File: src/rtl/spi_cfg_engine.sv
// Table-driven SPI register configurator: walks NUM_REGS {addr, data} entries,
// writes each as one mode-0 SPI frame and optionally reads it back to verify.
module spi_cfg_engine #(
   parameter int ADDR_W   = 13,
   parameter int DATA_W   = 8,
   parameter int NUM_REGS = 64,
   parameter int CLK_DIV  = 4,
   parameter int CS_GAP   = 4,
   parameter int VERIFY   = 0,
   localparam int IDX_W   = (NUM_REGS > 1) ? $clog2(NUM_REGS) : 1
) (
   input  logic                     clk,
   input  logic                     rst,
   input  logic                     start,
   output logic                     busy,
   output logic                     done,
   output logic                     err,
   output logic [IDX_W-1:0]         err_idx,
   output logic [IDX_W-1:0]         tbl_idx,
   input  logic [ADDR_W+DATA_W-1:0] tbl_entry,
   output logic                     spi_clk,
   output logic                     cs,
   output logic                     spi_mosi,
   input  logic                     spi_miso
);

   localparam int FRAME_W = ADDR_W + 3 + DATA_W;
   localparam int CNT_MAX = (CLK_DIV > CS_GAP) ? CLK_DIV : CS_GAP;
   localparam int CNT_W   = $clog2(CNT_MAX + 1);
   localparam int BIT_W   = $clog2(FRAME_W);

   typedef enum logic [2:0] {
      S_IDLE,
      S_FETCH,
      S_LOAD,
      S_SHIFT,
      S_GAP,
      S_NEXT,
      S_DONE
   } state_e;

   state_e              state_q,    state_d;
   logic [IDX_W-1:0]    idx_q,      idx_d;
   logic                err_q,      err_d;
   logic [IDX_W-1:0]    err_idx_q,  err_idx_d;
   logic [ADDR_W-1:0]   addr_q,     addr_d;
   logic [DATA_W-1:0]   data_q,     data_d;
   logic                rd_phase_q, rd_phase_d;
   logic [FRAME_W-1:0]  tx_q,       tx_d;
   logic [DATA_W-1:0]   rx_q,       rx_d;
   logic [CNT_W-1:0]    cnt_q,      cnt_d;
   logic [BIT_W-1:0]    bit_q,      bit_d;
   logic                spi_clk_q,  spi_clk_d;
   logic                cs_q,       cs_d;
   logic                mosi_q,     mosi_d;

   always_comb begin
      // NOTE: every _d starts as its _q so no branch can leave a signal unassigned and infer a latch.
      state_d    = state_q;
      idx_d      = idx_q;
      err_d      = err_q;
      err_idx_d  = err_idx_q;
      addr_d     = addr_q;
      data_d     = data_q;
      rd_phase_d = rd_phase_q;
      tx_d       = tx_q;
      rx_d       = rx_q;
      cnt_d      = cnt_q;
      bit_d      = bit_q;
      spi_clk_d  = spi_clk_q;
      cs_d       = cs_q;
      mosi_d     = mosi_q;

      case (state_q)
         S_IDLE: begin
            if (start) begin
               idx_d      = '0;
               err_d      = 1'b0;
               err_idx_d  = '0;
               rd_phase_d = 1'b0;
               state_d    = S_FETCH;
            end
         end

         S_FETCH: state_d = S_LOAD;

         S_LOAD: begin
            // The read-back frame reuses the address and expected data of the write.
            if (!rd_phase_q) begin
               addr_d = tbl_entry[ADDR_W+DATA_W-1:DATA_W];
               data_d = tbl_entry[DATA_W-1:0];
            end
            tx_d      = {rd_phase_q, 2'b00, addr_d, (rd_phase_q ? {DATA_W{1'b0}} : data_d)};
            mosi_d    = tx_d[FRAME_W-1];
            cs_d      = 1'b0;
            spi_clk_d = 1'b0;
            cnt_d     = '0;
            bit_d     = '0;
            state_d   = S_SHIFT;
         end

         S_SHIFT: begin
            if (cnt_q == CNT_W'(CLK_DIV - 1)) begin
               cnt_d     = '0;
               spi_clk_d = ~spi_clk_q;
               if (!spi_clk_q) begin
                  rx_d = DATA_W'({rx_q, spi_miso});
               end else if (bit_q == BIT_W'(FRAME_W - 1)) begin
                  cs_d    = 1'b1;
                  mosi_d  = 1'b0;
                  state_d = S_GAP;
               end else begin
                  bit_d  = bit_q + 1'b1;
                  tx_d   = tx_q << 1;
                  mosi_d = tx_q[FRAME_W-2];
               end
            end else begin
               cnt_d = cnt_q + 1'b1;
            end
         end

         S_GAP: begin
            if (cnt_q == CNT_W'(CS_GAP - 1)) begin
               cnt_d = '0;
               if ((VERIFY != 0) && !rd_phase_q) begin
                  rd_phase_d = 1'b1;
                  state_d    = S_LOAD;
               end else begin
                  state_d = S_NEXT;
               end
            end else begin
               cnt_d = cnt_q + 1'b1;
            end
         end

         S_NEXT: begin
            // Only the first mismatch is recorded; later ones leave err_idx alone.
            if ((VERIFY != 0) && (rx_q != data_q) && !err_q) begin
               err_d     = 1'b1;
               err_idx_d = idx_q;
            end
            rd_phase_d = 1'b0;
            if (idx_q == IDX_W'(NUM_REGS - 1)) begin
               state_d = S_DONE;
            end else begin
               idx_d   = idx_q + 1'b1;
               state_d = S_FETCH;
            end
         end

         S_DONE: state_d = S_IDLE;

         default: state_d = S_IDLE;
      endcase
   end

   always_ff @(posedge clk) begin
      // NOTE: the whole datapath is reset too, so an aborted frame leaves nothing behind to resume.
      if (rst) begin
         state_q    <= S_IDLE;
         idx_q      <= '0;
         err_q      <= 1'b0;
         err_idx_q  <= '0;
         addr_q     <= '0;
         data_q     <= '0;
         rd_phase_q <= 1'b0;
         tx_q       <= '0;
         rx_q       <= '0;
         cnt_q      <= '0;
         bit_q      <= '0;
         spi_clk_q  <= 1'b0;
         cs_q       <= 1'b1;
         mosi_q     <= 1'b0;
      end else begin
         // NOTE: non-blocking assignments keep every register updating from pre-edge values.
         state_q    <= state_d;
         idx_q      <= idx_d;
         err_q      <= err_d;
         err_idx_q  <= err_idx_d;
         addr_q     <= addr_d;
         data_q     <= data_d;
         rd_phase_q <= rd_phase_d;
         tx_q       <= tx_d;
         rx_q       <= rx_d;
         cnt_q      <= cnt_d;
         bit_q      <= bit_d;
         spi_clk_q  <= spi_clk_d;
         cs_q       <= cs_d;
         mosi_q     <= mosi_d;
      end
   end

   // done overlaps the last busy cycle, so a start coinciding with done is ignored.
   assign busy     = (state_q != S_IDLE);
   assign done     = (state_q == S_DONE);
   assign err      = err_q;
   assign err_idx  = err_idx_q;
   assign tbl_idx  = idx_q;
   assign spi_clk  = spi_clk_q;
   assign cs       = cs_q;
   assign spi_mosi = mosi_q;

endmodule

File: config.mk
export PLATFORM = sky130hd
export DESIGN_NAME = spi_cfg_engine
export DESIGN_NICKNAME = d
export VERILOG_FILES = /design/src/rtl/spi_cfg_engine.sv
export SDC_FILE = /design/constraint.sdc
export NUM_CORES = 1
export LEC_CHECK = 0
export BUFFER_PORTS_ARGS = -buffer_cell sky130_fd_sc_hd__buf_2
export CORE_MARGIN = 5
export CORE_UTILIZATION = 50
export CTS_CLUSTER_DIAMETER = 50
export CTS_CLUSTER_SIZE = 28
export DETAILED_ROUTE_END_ITERATION = 8
export PLACE_DENSITY = 0.75
export SYNTH_ARGS = -nofsm -noshare
export SYNTH_HDL_FRONTEND = slang
export SYNTH_SLANG_ARGS = --single-unit
File: constraint.sdc
create_clock -name clk -period 2.3 [get_ports clk]
set_input_delay 0.23 -clock clk [delete_from_list [all_inputs] [get_ports clk]]
set_output_delay 0.23 -clock clk [all_outputs]
set_load 0.05 [all_outputs]
==> out/results.tsv <==
stage	metric	value	unit
status	status	finished, final reports clean	
final_layout	Filler cells	399	
power_and_ir_drop	Pwr Total	1.50	mW
sta	worst slew pin tran	500	ps
placement	pre-CTS WS	613	ps
route	DRT iter0 DRCs	107	
floorplan	die area	0.00577	mm^2
sta	final setup fails	0	
sta	RSZ-0062 raised after global routing	no	
flow_run	max_cap viols	0	
logic_synthesis	Seq/Total Area, Yosys	0.395	
final_layout	Core Util, Final	0.566	
worst_setup_path	Worst EP arrival	1640	ps
placement	cell total after placement	329	
hold_path	hold path cells	3	
route	residual DRC count	0	
clocking	total CTS buffers	5	
worst_setup_path	RR Endpoint	tx_q[19]	
worst_setup_path	Setup crit end kind	output pin	
power_and_ir_drop	PD cells	615	mW/mm^2
route	WL final	4.69	mm
placement	I/O Buffers	34	
grt	first-pass GRT wire length	8.20	mm
route	via count	1949	
clocking	post-cts resize count	0	
grt	GRT Total Usage	0.164	
power_and_ir_drop	worst vdd ir	258	uV
logic_synthesis	Async SR Flop Fraction	0	
logic_synthesis	Avg Cell Area, Syn	8.47	um^2
clocking	htree depth	2	
hold_path	worst min-delay path startpoint	tbl_entry[0]	
grt	largest net degree at the start of global routing	35	
sta	Slew HR	0.667	
placement	Placer Congestion	0.786	
final_layout	Nets	312	
placement	dpl cell area	0.00235	mm^2
floorplan	Die W	76.0	um
sta	Fin. Hold Viols	0	
logic_synthesis	Post-synth EDFFs	0	
grt	vias in the first global route	1843	
final_layout	diodes inserted	0	
hold_path	Min-Delay Endpoint	tx_q[0]	
sta	Tmin final	1870	ps
clocking	CTS tree	done	
sta	Final WS setup	430	ps
logic_synthesis	share of the synthesized area in the top cell type	0.395	
sta	Max Fclk	535	MHz
worst_setup_path	CP Class	reg -> out	
logic_synthesis	area leader, netlist	dfxtp_1	
worst_setup_path	worst reg2reg path depth	6	
worst_setup_path	R2R setup slack	610	ps
sta	crit share post-route	0.813	
clocking	hold_buf cts	0	
sta	Final TNS setup	0	ps
route	ANT nets after route	0	
sta	Clock Skew	8.44	ps
logic_synthesis	post-synthesis cell area	0.00218	mm^2
clocking	Clock Latency Late Sink	290	ps
floorplan	Core ar.	0.00429	mm^2
final_layout	Post-Layout Cell Count	337	
logic_synthesis	Gate Count Post-Synth	257	
grt	total grt overflow	0	
logic_synthesis	top post-synthesis cells by area	dfxtp_1 40%, a22oi_1 8.3%, a21oi_1 8.0%	
logic_synthesis	synth warn	0	
clocking	Post-CTS Setup Repair Bufs	0	
floorplan	Die Span Y	76.0	um
floorplan	initial cell density of the core	0.507	
route	DRT Pass-1 Iters	4	
power_and_ir_drop	Static Leak	0.893	nW
final_layout	layout cells sized above 1	0.200	
hold_path	worst hold-check path type	in -> reg	
clocking	Clk Tree Root Cell	clkbuf_8	
grt	antenna violations before repair	0	
worst_setup_path	critical path startpoint category	flop	
route	Via density	5.78	
final_layout	Layout area overhead	11.7	%
floorplan	FP Rows	24	
sta	hold_ws	173	ps
logic_synthesis	Distinct cells, synth	45	
route	drt wl/cell	13.9	um
clocking	clock tree buffer depth	2	
floorplan	IO Pins	43	
sta	Pins Over Slew Limit	0	
clocking	clock sinks	43	
placement	HPWL Detailed	3.20	mm
clocking	clk slew on worst S/H paths	80	ps
logic_synthesis	main flop type after synthesis	dfxtp_1	
logic_synthesis	register bit total from synthesis	43	
worst_setup_path	CP Max Fanout	10	
worst_setup_path	worst endpoint required time	2070	ps
worst_setup_path	reg-to-reg startpoint	bit_q[0]	
final_layout	fin area	0.00243	mm^2
## worst max-delay path by stage
stage               cells after the start       start          to  slack, ps
floorplan                               5  tbl_idx[0]  tbl_idx[4]        410
CTS                                     4  state_q[2]        done        430
detailed placement                      6    bit_q[0]    tx_q[19]        610
global placement                        6    bit_q[0]     tx_q[1]        640
finish                                  4  state_q[2]        done        430
global route                            4  state_q[2]        done        290
## cell usage after synthesis (6+ instances only)
cell type,n
nand2b_1,7
nand3_1,7
nand2_1,9
clkbuf_1,13
nor2_1,6
buf_2,7
a22oi_1,24
a21oi_1,35
nand3b_1,9
o21ai_0,32
buf_4,7
dfxtp_1,43
## flip-flops by register name, indices dropped and copies added (netlist names)
signal / count
tx_q: 23
tbl_idx: 6
bit_q: 5
cnt_q: 3
state_q: 3
cs: 1
spi_clk: 1
spi_mosi: 1
## critical path, cell delays in order, from the launching register on
cell and delay (ps):
dfxtp_1 510, buf_4 240, nor2b_1 210, and2_1 140
buf_2 250
## per-layer routing
layer | up-vias | wire [um] | global-route usage
met5 | - | 0 | 0
met4 | 0 | 38 | 0.0552
met3 | 4 | 126 | 0.0390
met2 | 22 | 2340 | 0.271
met1 | 925 | 2180 | 0.206
li1 | 998 | - | -
## where the power goes
| group | switching [mW] | internal (mW) |
|---|---|---|
| sequential | 0.0209 | 0.776 |
| combinational | 0.159 | 0.0787 |
| clock | 0.250 | 0.212 |
## cell type report
| type | instances | area, um^2 | share of cell area |
|---|---|---|---|
| Multi-Input combinational cell | 190 | 1180 | 0.487 |
| Sequential cell | 43 | 861 | 0.354 |
| Clock buffer | 6 | 72.6 | 0.0298 |
| Inverter | 2 | 7.51 | 0.00309 |
| Timing Repair Buffer | 42 | 230 | 0.0947 |
| Tap cell | 52 | 65.1 | 0.0267 |
| Clock inverter | 2 | 12.5 | 0.00514 |
## logic make-up after synthesis
group,Yosys count,synth area share
DFF,43,0.395
muxes,2,0.00920
buffers and inverters,30,0.0713
other,1,0.00172
adders and majority gates,3,0.0172
and+or+nand+nor,64,0.191
AOI/OAI and AO/OA,114,0.314
## placed cells by master, fill, tap and decap left out, types with 4 or more instances in the layout
cell type,synthesis,final
nand3_1,7,7
buf_2,7,34
buf_4,7,8
a31oi_1,4,4
clkbuf_8,0,5
o21ai_1,4,4
nand3b_1,9,9
a22oi_1,24,24
nand2b_1,7,7
a21oi_1,35,35
o21ai_0,32,32
dfxtp_1,43,43
conb_1,1,7
nand2_1,9,9
nor2_1,6,6
or3_1,4,4
Power figures use the tool's default switching activity.
